<file path="src/rtl/pattern_tx_311_pkg.sv">
// Shared encodings and sizing for the pattern transmitter.
package pattern_pkg_311;

  localparam int unsigned WIDTH_DEF = 8;
  localparam int unsigned CNT_W     = 4;

  localparam logic [1:0] ST_IDLE  = 2'b00;
  localparam logic [1:0] ST_SHIFT = 2'b01;
  localparam logic [1:0] ST_DONE  = 2'b10;

  // Zero or over-long lengths fall back to the full pattern width.
  function automatic logic [CNT_W-1:0] eff_len(input logic [3:0] len,
                                               input int unsigned width);
    if (len == 4'd0 || 32'(len) > width) return CNT_W'(width);
    return CNT_W'(len);
  endfunction

endpackage

</file>
<file path="src/rtl/pattern_tx_311_if.sv">
// Request/serial-output bundle between a pattern source and the transmitter.
interface pattern_tx_311_if #(
  parameter int unsigned WIDTH = pattern_pkg_311::WIDTH_DEF
) ();

  logic             start_311;
  logic [WIDTH-1:0] data_311;
  logic [3:0]       len_311;
  logic             rep_311;
  logic             out_311;
  logic             vld_311;
  logic             busy_311;
  logic             done_311;

  modport master (
    output start_311, data_311, len_311, rep_311,
    input  out_311, vld_311, busy_311, done_311
  );

  modport slave (
    input  start_311, data_311, len_311, rep_311,
    output out_311, vld_311, busy_311, done_311
  );

endinterface

</file>
<file path="src/rtl/pattern_tx_311_bit_cnt.sv">
// Loadable down-counter tracking how many pattern bits remain.
module bit_cnt_311
  import pattern_pkg_311::*;
(
  input  logic             clk_311,
  input  logic             rst_311,
  input  logic             load,
  input  logic [CNT_W-1:0] load_val,
  input  logic             dec,
  output logic [CNT_W-1:0] cnt,
  output logic             last_c
);

  // Load wins over decrement; reset clears the count.
  always_ff @(posedge clk_311) begin
    if (rst_311)   cnt <= '0;
    else if (load) cnt <= load_val;
    else if (dec)  cnt <= cnt - CNT_W'(1);
  end

  assign last_c = (cnt == CNT_W'(1));

endmodule

</file>
<file path="src/rtl/pattern_tx_311.sv">
// Serial pattern transmitter: MSB-first, optional gapless repeat, done pulse.
module pattern_tx_311
  import pattern_pkg_311::*;
#(
  parameter int unsigned WIDTH = WIDTH_DEF
) (
  input  logic             clk_311,
  input  logic             rst_311,
  pattern_tx_311_if.slave  bus
);

  logic [1:0]       state, state_nxt;
  logic [WIDTH-1:0] pat_q, pat_nxt;   // captured pattern, MSB-aligned
  logic [WIDTH-1:0] sr_q, sr_nxt;     // bits still to be sent, MSB next
  logic [CNT_W-1:0] len_q, len_nxt;
  logic             rep_q, rep_nxt;
  logic             out_nxt, vld_nxt, busy_nxt, done_nxt;

  logic             cnt_load, cnt_dec, cnt_last_c;
  logic [CNT_W-1:0] cnt_load_val, cnt_q;
  logic [CNT_W-1:0] start_len_c, start_sh_c;
  logic [WIDTH-1:0] start_pat_c;

  bit_cnt_311 u_cnt (
    .clk_311  (clk_311),
    .rst_311  (rst_311),
    .load     (cnt_load),
    .load_val (cnt_load_val),
    .dec      (cnt_dec),
    .cnt      (cnt_q),
    .last_c   (cnt_last_c)
  );

  // Align the requested pattern so bit L-1 lands in the MSB.
  always_comb begin
    start_len_c = eff_len(bus.len_311, WIDTH);
    start_sh_c  = CNT_W'(WIDTH) - start_len_c;
    start_pat_c = bus.data_311 << start_sh_c;
  end

  // Next-state and next-output decode.
  always_comb begin
    state_nxt    = state;
    pat_nxt      = pat_q;
    sr_nxt       = sr_q;
    len_nxt      = len_q;
    rep_nxt      = rep_q;
    out_nxt      = 1'b0;
    vld_nxt      = 1'b0;
    busy_nxt     = 1'b0;
    done_nxt     = 1'b0;
    cnt_load     = 1'b0;
    cnt_load_val = len_q;
    cnt_dec      = 1'b0;

    case (state)
      ST_IDLE: begin
        if (bus.start_311) begin
          pat_nxt      = start_pat_c;
          sr_nxt       = start_pat_c << 1;
          len_nxt      = start_len_c;
          rep_nxt      = bus.rep_311;
          cnt_load     = 1'b1;
          cnt_load_val = start_len_c;
          out_nxt      = start_pat_c[WIDTH-1];
          vld_nxt      = 1'b1;
          busy_nxt     = 1'b1;
          state_nxt    = ST_SHIFT;
        end
      end
      ST_SHIFT: begin
        if (!cnt_last_c) begin
          cnt_dec  = 1'b1;
          out_nxt  = sr_q[WIDTH-1];
          sr_nxt   = sr_q << 1;
          vld_nxt  = 1'b1;
          busy_nxt = 1'b1;
        end else if (rep_q && bus.rep_311) begin
          cnt_load     = 1'b1;
          cnt_load_val = len_q;
          out_nxt      = pat_q[WIDTH-1];
          sr_nxt       = pat_q << 1;
          vld_nxt      = 1'b1;
          busy_nxt     = 1'b1;
        end else begin
          done_nxt  = 1'b1;
          state_nxt = ST_DONE;
        end
      end
      ST_DONE: state_nxt = ST_IDLE;
      default: state_nxt = ST_IDLE;
    endcase
  end

  // State, capture and output registers.
  always_ff @(posedge clk_311) begin
    if (rst_311) begin
      state        <= ST_IDLE;
      pat_q        <= '0;
      sr_q         <= '0;
      len_q        <= '0;
      rep_q        <= 1'b0;
      bus.out_311  <= 1'b0;
      bus.vld_311  <= 1'b0;
      bus.busy_311 <= 1'b0;
      bus.done_311 <= 1'b0;
    end else begin
      state        <= state_nxt;
      pat_q        <= pat_nxt;
      sr_q         <= sr_nxt;
      len_q        <= len_nxt;
      rep_q        <= rep_nxt;
      bus.out_311  <= out_nxt;
      bus.vld_311  <= vld_nxt;
      bus.busy_311 <= busy_nxt;
      bus.done_311 <= done_nxt;
    end
  end

endmodule

</file>
<file path="src/flat_wrapper.sv">
// flat-port wrapper written by rule: the top's interface ports become plain ports
module pattern_tx_311_flat import pattern_pkg_311::*;
#(
  parameter int unsigned WIDTH = WIDTH_DEF
)
  (clk_311, rst_311, bus_start_311, bus_data_311, bus_len_311, bus_rep_311, bus_out_311, bus_vld_311, bus_busy_311, bus_done_311);
  pattern_tx_311_if #(.WIDTH(WIDTH)) bus_i ();
  input  logic clk_311;
  input  logic rst_311;
  input wire logic [$bits(bus_i.start_311)-1:0] bus_start_311;
  input wire logic [$bits(bus_i.data_311)-1:0] bus_data_311;
  input wire logic [$bits(bus_i.len_311)-1:0] bus_len_311;
  input wire logic [$bits(bus_i.rep_311)-1:0] bus_rep_311;
  output wire logic [$bits(bus_i.out_311)-1:0] bus_out_311;
  output wire logic [$bits(bus_i.vld_311)-1:0] bus_vld_311;
  output wire logic [$bits(bus_i.busy_311)-1:0] bus_busy_311;
  output wire logic [$bits(bus_i.done_311)-1:0] bus_done_311;
  assign bus_i.start_311 = bus_start_311;
  assign bus_i.data_311 = bus_data_311;
  assign bus_i.len_311 = bus_len_311;
  assign bus_i.rep_311 = bus_rep_311;
  assign bus_out_311 = bus_i.out_311;
  assign bus_vld_311 = bus_i.vld_311;
  assign bus_busy_311 = bus_i.busy_311;
  assign bus_done_311 = bus_i.done_311;
  pattern_tx_311 #(.WIDTH(WIDTH)) u_core (.clk_311(clk_311), .rst_311(rst_311), .bus(bus_i));
endmodule
</file>
<file path="config.mk">
export PLATFORM = sky130hd
export DESIGN_NAME = pattern_tx_311_flat
export DESIGN_NICKNAME = d
export VERILOG_FILES = /design/src/rtl/pattern_tx_311_pkg.sv /design/src/rtl/pattern_tx_311_if.sv /design/src/rtl/pattern_tx_311_bit_cnt.sv /design/src/rtl/pattern_tx_311.sv /design/src/flat_wrapper.sv
export SDC_FILE = /design/constraint.sdc
export NUM_CORES = 1
export LEC_CHECK = 0
export ABC_AREA = 1
export CAP_MARGIN = 0
export CELL_PAD_IN_SITES_DETAIL_PLACEMENT = 1
export CELL_PAD_IN_SITES_GLOBAL_PLACEMENT = 2
export CORE_MARGIN = 2
export CORE_UTILIZATION = 27
export DETAILED_ROUTE_END_ITERATION = 10
export PLACE_DENSITY_LB_ADDON = 0.15
export SLEW_MARGIN = 15
export SYNTH_ARGS = -nofsm -noshare
export SYNTH_HDL_FRONTEND = slang
export SYNTH_SLANG_ARGS = --single-unit
export TNS_END_PERCENT = 5
</file>
<file path="constraint.sdc">
create_clock -name clk_311 -period 1.8 [get_ports clk_311]
set_input_delay 0.36 -clock clk_311 [delete_from_list [all_inputs] [get_ports clk_311]]
set_output_delay 0.36 -clock clk_311 [all_outputs]
set_load 0.02 [all_outputs]
</file>
==> out/metrics.yaml, run 1 <==
synth_most_common_cell: "nand2_1"
cts_inserted_buffers: 5
dp_slack_ns: -0.2409
routed_wl_mm: 5.076
cts_max_level: 2
fp.dieArea_um2: 7017
hp-class: "register to register"
overflow: 0
fp.dieH_um: 83.77
grt_pass1_vias: 1844
post-route-min-period_ns: 1.661
synth_nets: 280
synth_top_family_by_area: "simple AND/OR/NAND/NOR gates"
power_switching_uw: 637.0
rows: 29
finalSetupTns_ns: 0
cts_root_buffer: "clkbuf_8"
endpoint_kind: "register"
synth.avg_cell_area_um2: 6.582
worst_setup_path_start_kind: "primary input"
max_cap_viol_count: 0
worstPathArrival_ns: 1.87
via_count: 1711
critPathSlowestCell: "clkdlybuf4s50_1"
fill_cells: 809
design_area_um2: 2222
first_pass_iters: 4
drc_errors: 0
finalCritPeriodShare_pct: 92.29
nets: 318
synth_edf_count: 0
setup_viol: 0
rsz0062_at_grt: "false"
combPwrFrac_pct: 29.9
tritoncts: "done"
antenna_left: 0
clock_sinks: 29
cp_max_fo: 9
power_uw: 1934
fin_worst_skew_ns: 0.006290
max-vdd-ir-drop_uv: 434.7
viasPerCell: 4.538
ys_ff_latch: 29
area_delta_synth_final_pct: 29.35
portBuffers: 19
internal_power_uw: 1297
worstSetupPathType: "primary input to register"
grt_max_degree: 14
path_cells: "clkdlybuf4s50_1 -> inv_2 -> nand2_1 -> ha_4 -> buf_4 -> nand3_1 -> nand3_1 -> nand2_1 -> a21oi_1"
critPathMaxStageDelay_ns: 0.41
antenna_found_initial: 0
fin_hold_ws_ns: 0.4746
core_um2: 6241
synth-seq-area-share_pct: 33.79
worstPathRequired_ns: 2.01
grt_pass1_wl_mm: 8.976
synth_compound_area_share_pct: 12.89
leakage_uw: 0.001074
synth.area.mux_share_pct: 0
cts-resized-gates: 0
outcome: "finished, final reports clean"
wl_per_cell_um: 13.46
cts-hold-fix-buffers: 0
finalHoldViolCount: 0
yosys.area_share.simple_pct: 37.65
yosysWarnings: 0
start_util_pct: 27.53
synth_cells: 261
synthAdderAreaFrac_pct: 2.185
dp_hpwl_mm: 3.934
io_pins: 20
path_clk_slew_ns: 0.07
synthArstFlopShare_pct: 0
n_antenna_cell: 0
place_area_um2: 2102
powerDensity_nw_per_um2: 870.5
synth_area_leaders: "dfxtp_1, nand2_1, nand3_1, inv_1, o21ai_0"
clkPwrFrac_pct: 31.2
synth_area_leader_cell: "dfxtp_1"
final.setup.worst_slack_ns: 0.1387
clock_latency_ns: 0.28
worstMarginPinSlew_ns: 0.3058
r2r_slack_ns: 0.30
power_frac_seq_pct: 39.0
syn_area_um2: 1718
synth_top_area_share_pct: 33.79
yosys.cell_types.count: 27
ys.flop_type: "dfxtp_1"
synth_common_cells: "nand2_1, nand3_1, inv_1"
synth-xor-area-share_pct: 1.020
max-clock-path-buffers: 2
max_freq_mhz: 601.9
relSlewSlack_pct: 79.62
gp_congestion: 0.7680
sw_frac_of_total_pct: 32.93
grt_use_total_pct: 16.06
drive_above_1_share_pct: 17.00
slew_violations: 0
drtIter0Drc: 50
post_cts_buffers: 0
die_w_um: 83.77
-- area by class of cell --
| type | instances | area (um2) | area share (%) |
|---|---|---|---|
| inverter | 41 | 156.4 | 7.038 |
| multi-input combinational | 182 | 939.7 | 42.29 |
| tap | 77 | 96.34 | 4.336 |
| timing repair buffer | 40 | 347.8 | 15.65 |
| sequential | 29 | 580.6 | 26.13 |
| clock buffer | 7 | 96.34 | 4.336 |
| clock inverter | 1 | 5.005 | 0.2252 |
-- critical path: cells and delay by family --
kind            cells  cell delay (ns)
buf+inv             3             0.66
fa+ha+maj           1             0.30
compound gates      1             0.13
simple gates        4             0.42
-- sequential cells by signal (all words and copies together) (netlist names) --
register	flops
u_core.pat_q	8
u_core.sr_q	7
u_core.len_q	4
u_core.u_cnt.cnt	4
u_core.state	2
u_core.bus.done_311	1
u_core.bus.out_311	1
u_core.bus.vld_311	1
u_core.rep_q	1
-- metal layers --
layer,share of wire [%],wire [um],GRT usage [%]
met1,51,2582,21.46
met2,46,2349,26.76
met3,1.9,97,2.671
met4,0.91,46,4.399
met5,0,0,0
-- cell families after synthesis --
group	count (synthesis)
AOI/OAI and AO/OA	41
DFF	29
xor gates and xnor gates	2
and+or+nand+nor	136
buffers and inverters	50
adders and majority gates	3
-- layout by cell type, fill, tap and decap left out --
| master | count |
|---|---|
| o21ai_0 | 22 |
| inv_4 | 1 |
| xor2_1 | 2 |
| nand4_1 | 1 |
| nor2_1 | 23 |
| nor2_2 | 1 |
| a21oi_1 | 14 |
| a21oi_2 | 1 |
| nor2_8 | 1 |
| nor4_1 | 2 |
| inv_1 | 37 |
| o21ai_2 | 1 |
| a21oi_4 | 1 |
| ha_4 | 1 |
| inv_2 | 3 |
| a31oi_1 | 1 |
| dfxtp_1 | 29 |
| nor2_4 | 1 |
| nand3_1 | 39 |
| o21ai_1 | 1 |
| nand3b_1 | 1 |
| nand2_2 | 6 |
| buf_4 | 21 |
| nand2_4 | 3 |
| clkdlybuf4s50_1 | 19 |
| clkbuf_8 | 7 |
| nand3_2 | 2 |
| nand2_1 | 56 |
| clkinv_2 | 1 |
| ha_1 | 2 |
-- path summary, 6_finish.rpt --
kind	start	to	cells after the start
setup / recovery	bus_len_311[3]	u_core.pat_q[6]	9
hold / removal	u_core.pat_q[7]	u_core.pat_q[7]	2
setup reg to reg	u_core.u_cnt.cnt[1]	u_core.u_cnt.cnt[0]	9
hold reg to reg	u_core.pat_q[7]	u_core.pat_q[7]	2
-- metrics by stage --
| step | instances | util [%] |
|---|---|---|
| global route | 377 | 35.61 |
| CTS | 377 | 35.30 |
| global placement | 369 | 33.68 |
| detailed placement | 369 | 33.68 |
| finish | 377 | 35.61 |
| floorplan | 261 | - |
-- power by group through the flow --
stage	clock, uW	combinational (uW)	sequential [uW]
floorplan	0	372	764
global placement	0	573	769
detailed placement	0	578	768
CTS	629	581	754
global route	655	663	763
finish	603	578	753
Note: power is estimated with default switching activity, not from simulation.
==> run 2, diff against run 1 <==
CORE_UTILIZATION = 30   (was 27)
clock period = 1.9 ns   (was 1.8 ns; I/O delays follow)
==> run 2 against run 1 <==
  * Final cell count down 2.9%
  * Utilization up 3.3 points
  * Non-clock buffer count down 5
  * Critical path depth down 1
  * Worst hold slack better by 0.0074 ns
  * Clock-buffer cell count unchanged
  * Sequential power down 5.3%
  * Worst setup slack better by 0.048 ns
  * Global-route usage up 1.1 points
  * Wire length down 4.2%
  * Flip-flop and latch count unchanged
  * Via count up 0.12%
  * Critical endpoint is now u_core.sr_q[1]
  * Highest routed layer unchanged
==> out/metrics.yaml, run 2 (same netlist as run 1, synthesis figures left out) <==
grtUsageMet1_pct: 21.80
power_frac_seq_pct: 40.5
area_delta_synth_final_pct: 24.84
regMostFlops: "u_core.pat_q"
core_um2: 5507
routed_wl_mm: 4.861
leakage_uw: 0.001038
drc_errors: 0
drtIter0Drc: 64
antenna_found_initial: 0
cts_root_buffer: "clkbuf_8"
clkPwrFrac_pct: 29.9
final_common_cell: "nand2_1"
setup_viol: 0
grt_pass1_vias: 1812
hp-class: "register to register"
met3_usage_pct: 3.054
io_pins: 20
outcome: "finished, final reports clean"
portBuffers: 19
place_area_um2: 2058
slew_violations: 0
clock_latency_ns: 0.28
max-vdd-ir-drop_uv: 411.6
finalHoldViolCount: 0
fp.dieH_um: 79.67
power_switching_uw: 586.7
power_uw: 1758
design_area_um2: 2145
n_antenna_cell: 0
max-clock-path-buffers: 2
clock_sinks: 29
top_regs: "u_core.pat_q x8, u_core.sr_q x7"
cts_inserted_buffers: 5
worstSetupPathType: "primary input to register"
relSlewSlack_pct: 66.26
dp_hpwl_mm: 3.717
worstMarginPinSlew_ns: 0.5055
max_cap_viol_count: 0
gp_congestion: 0.7613
powerDensity_nw_per_um2: 819.9
worstPathArrival_ns: 1.92
wl_per_cell_um: 13.28
antenna_left: 0
nets: 313
post-route-min-period_ns: 1.713
finalCritPeriodShare_pct: 90.16
rows: 27
viasPerCell: 4.680
fp.dieArea_um2: 6347
postLayoutCoreUtil_pct: 38.95
worst_setup_path_start_kind: "primary input"
fin_worst_skew_ns: 0.006190
first_pass_iters: 4
largest_reg_flops: 8
via_count: 1713
grt_use_total_pct: 17.15
grt_util_met2_pct: 29.66
overflow: 0
drive_above_1_share_pct: 14.29
max_freq_mhz: 583.8
mostFrequentLayoutCells: "nand2_1, nand3_1, inv_1, dfxtp_1, nor2_1"
start_util_pct: 31.20
path_clk_slew_ns: 0.06
sw_frac_of_total_pct: 33.37
internal_power_uw: 1172
grt_max_degree: 18
endpoint_kind: "register"
grt_pass1_wl_mm: 8.431
worstPathRequired_ns: 2.11
rsz0062_at_grt: "false"
post_cts_buffers: 0
cts_max_level: 2
die_w_um: 79.67
top_usage_layer: "met2"
combPwrFrac_pct: 29.6
tritoncts: "done"
cp_max_fo: 8
-- run 2: cell count changes in the layout (fill, tap and decap cells not counted), sizes merged --
| cell | before | now |
|---|---|---|
| buf | 21 | 16 |
| clkinv | 1 | 0 |
-- run 2: power by group through the flow --
stage	sequential, uW	clock, uW	combinational [uW]
2_1_floorplan	723	0	352
3_3_place_gp	726	0	523
3_5_place_dp	727	0	528
4_1_cts	714	543	530
5_1_grt	722	570	597
6_report	713	525	520
-- run 2: repair_timing --
action                     4_1_cts  5_1_grt
hold buffers                     0        0
resized for setup                0        1
setup endpoints to repair        0        6
-- run 2: worst paths after layout --
| kind | startpoint | to | slack, ns | depth (start not counted) |
|---|---|---|---|---|
| worst min-delay path | u_core.pat_q[7] | u_core.pat_q[7] | 0.48 | 2 |
| worst max-delay path | bus_len_311[0] | u_core.sr_q[1] | 0.19 | 8 |
| worst max register to register | u_core.u_cnt.cnt[1] | u_core.u_cnt.cnt[0] | 0.40 | 10 |
| worst min register to register | u_core.pat_q[7] | u_core.pat_q[7] | 0.48 | 2 |
-- run 2: final cells by class --
cell class | count | area, um2
clock buffers | 7 | 86.33
fillers | 713 | 3362
inverters | 41 | 153.9
multi-input cells | 182 | 923.4
flip-flops and latches | 29 | 580.6
well taps | 72 | 90.09
repair buffers | 35 | 310.3
-- run 2: through the flow --
| step | hold slack [ns] | setup slack, ns | TNS, ns | instances |
|---|---|---|---|---|
| final | 0.4820 | 0.1870 | 0 | 366 |
| after detailed placement | 0.4741 | -0.1971 | -1.671 | 359 |
| after floorplan | 0.4452 | 0.1030 | 0 | 261 |
| after CTS | 0.4881 | 0.07303 | 0 | 366 |
| after global routing | 0.5017 | 0.01457 | 0 | 366 |
| after global placement | 0.4616 | -0.1095 | -0.9741 | 359 |
-- run 2: critical path: stages --
cell             delay (ns)
clkdlybuf4s50_1        0.50
nand2_2                0.07
ha_1                   0.32
inv_2                  0.15
nand3_1                0.12
nor2_1                 0.16
nand2_1                0.06
a21oi_1                0.14
-- run 2: layer usage --
layer / part of all wire [%] / wire, um
met5: 0 / 0
met4: 0.78 / 38
met3: 2.2 / 109
met2: 48 / 2337
met1: 49 / 2376
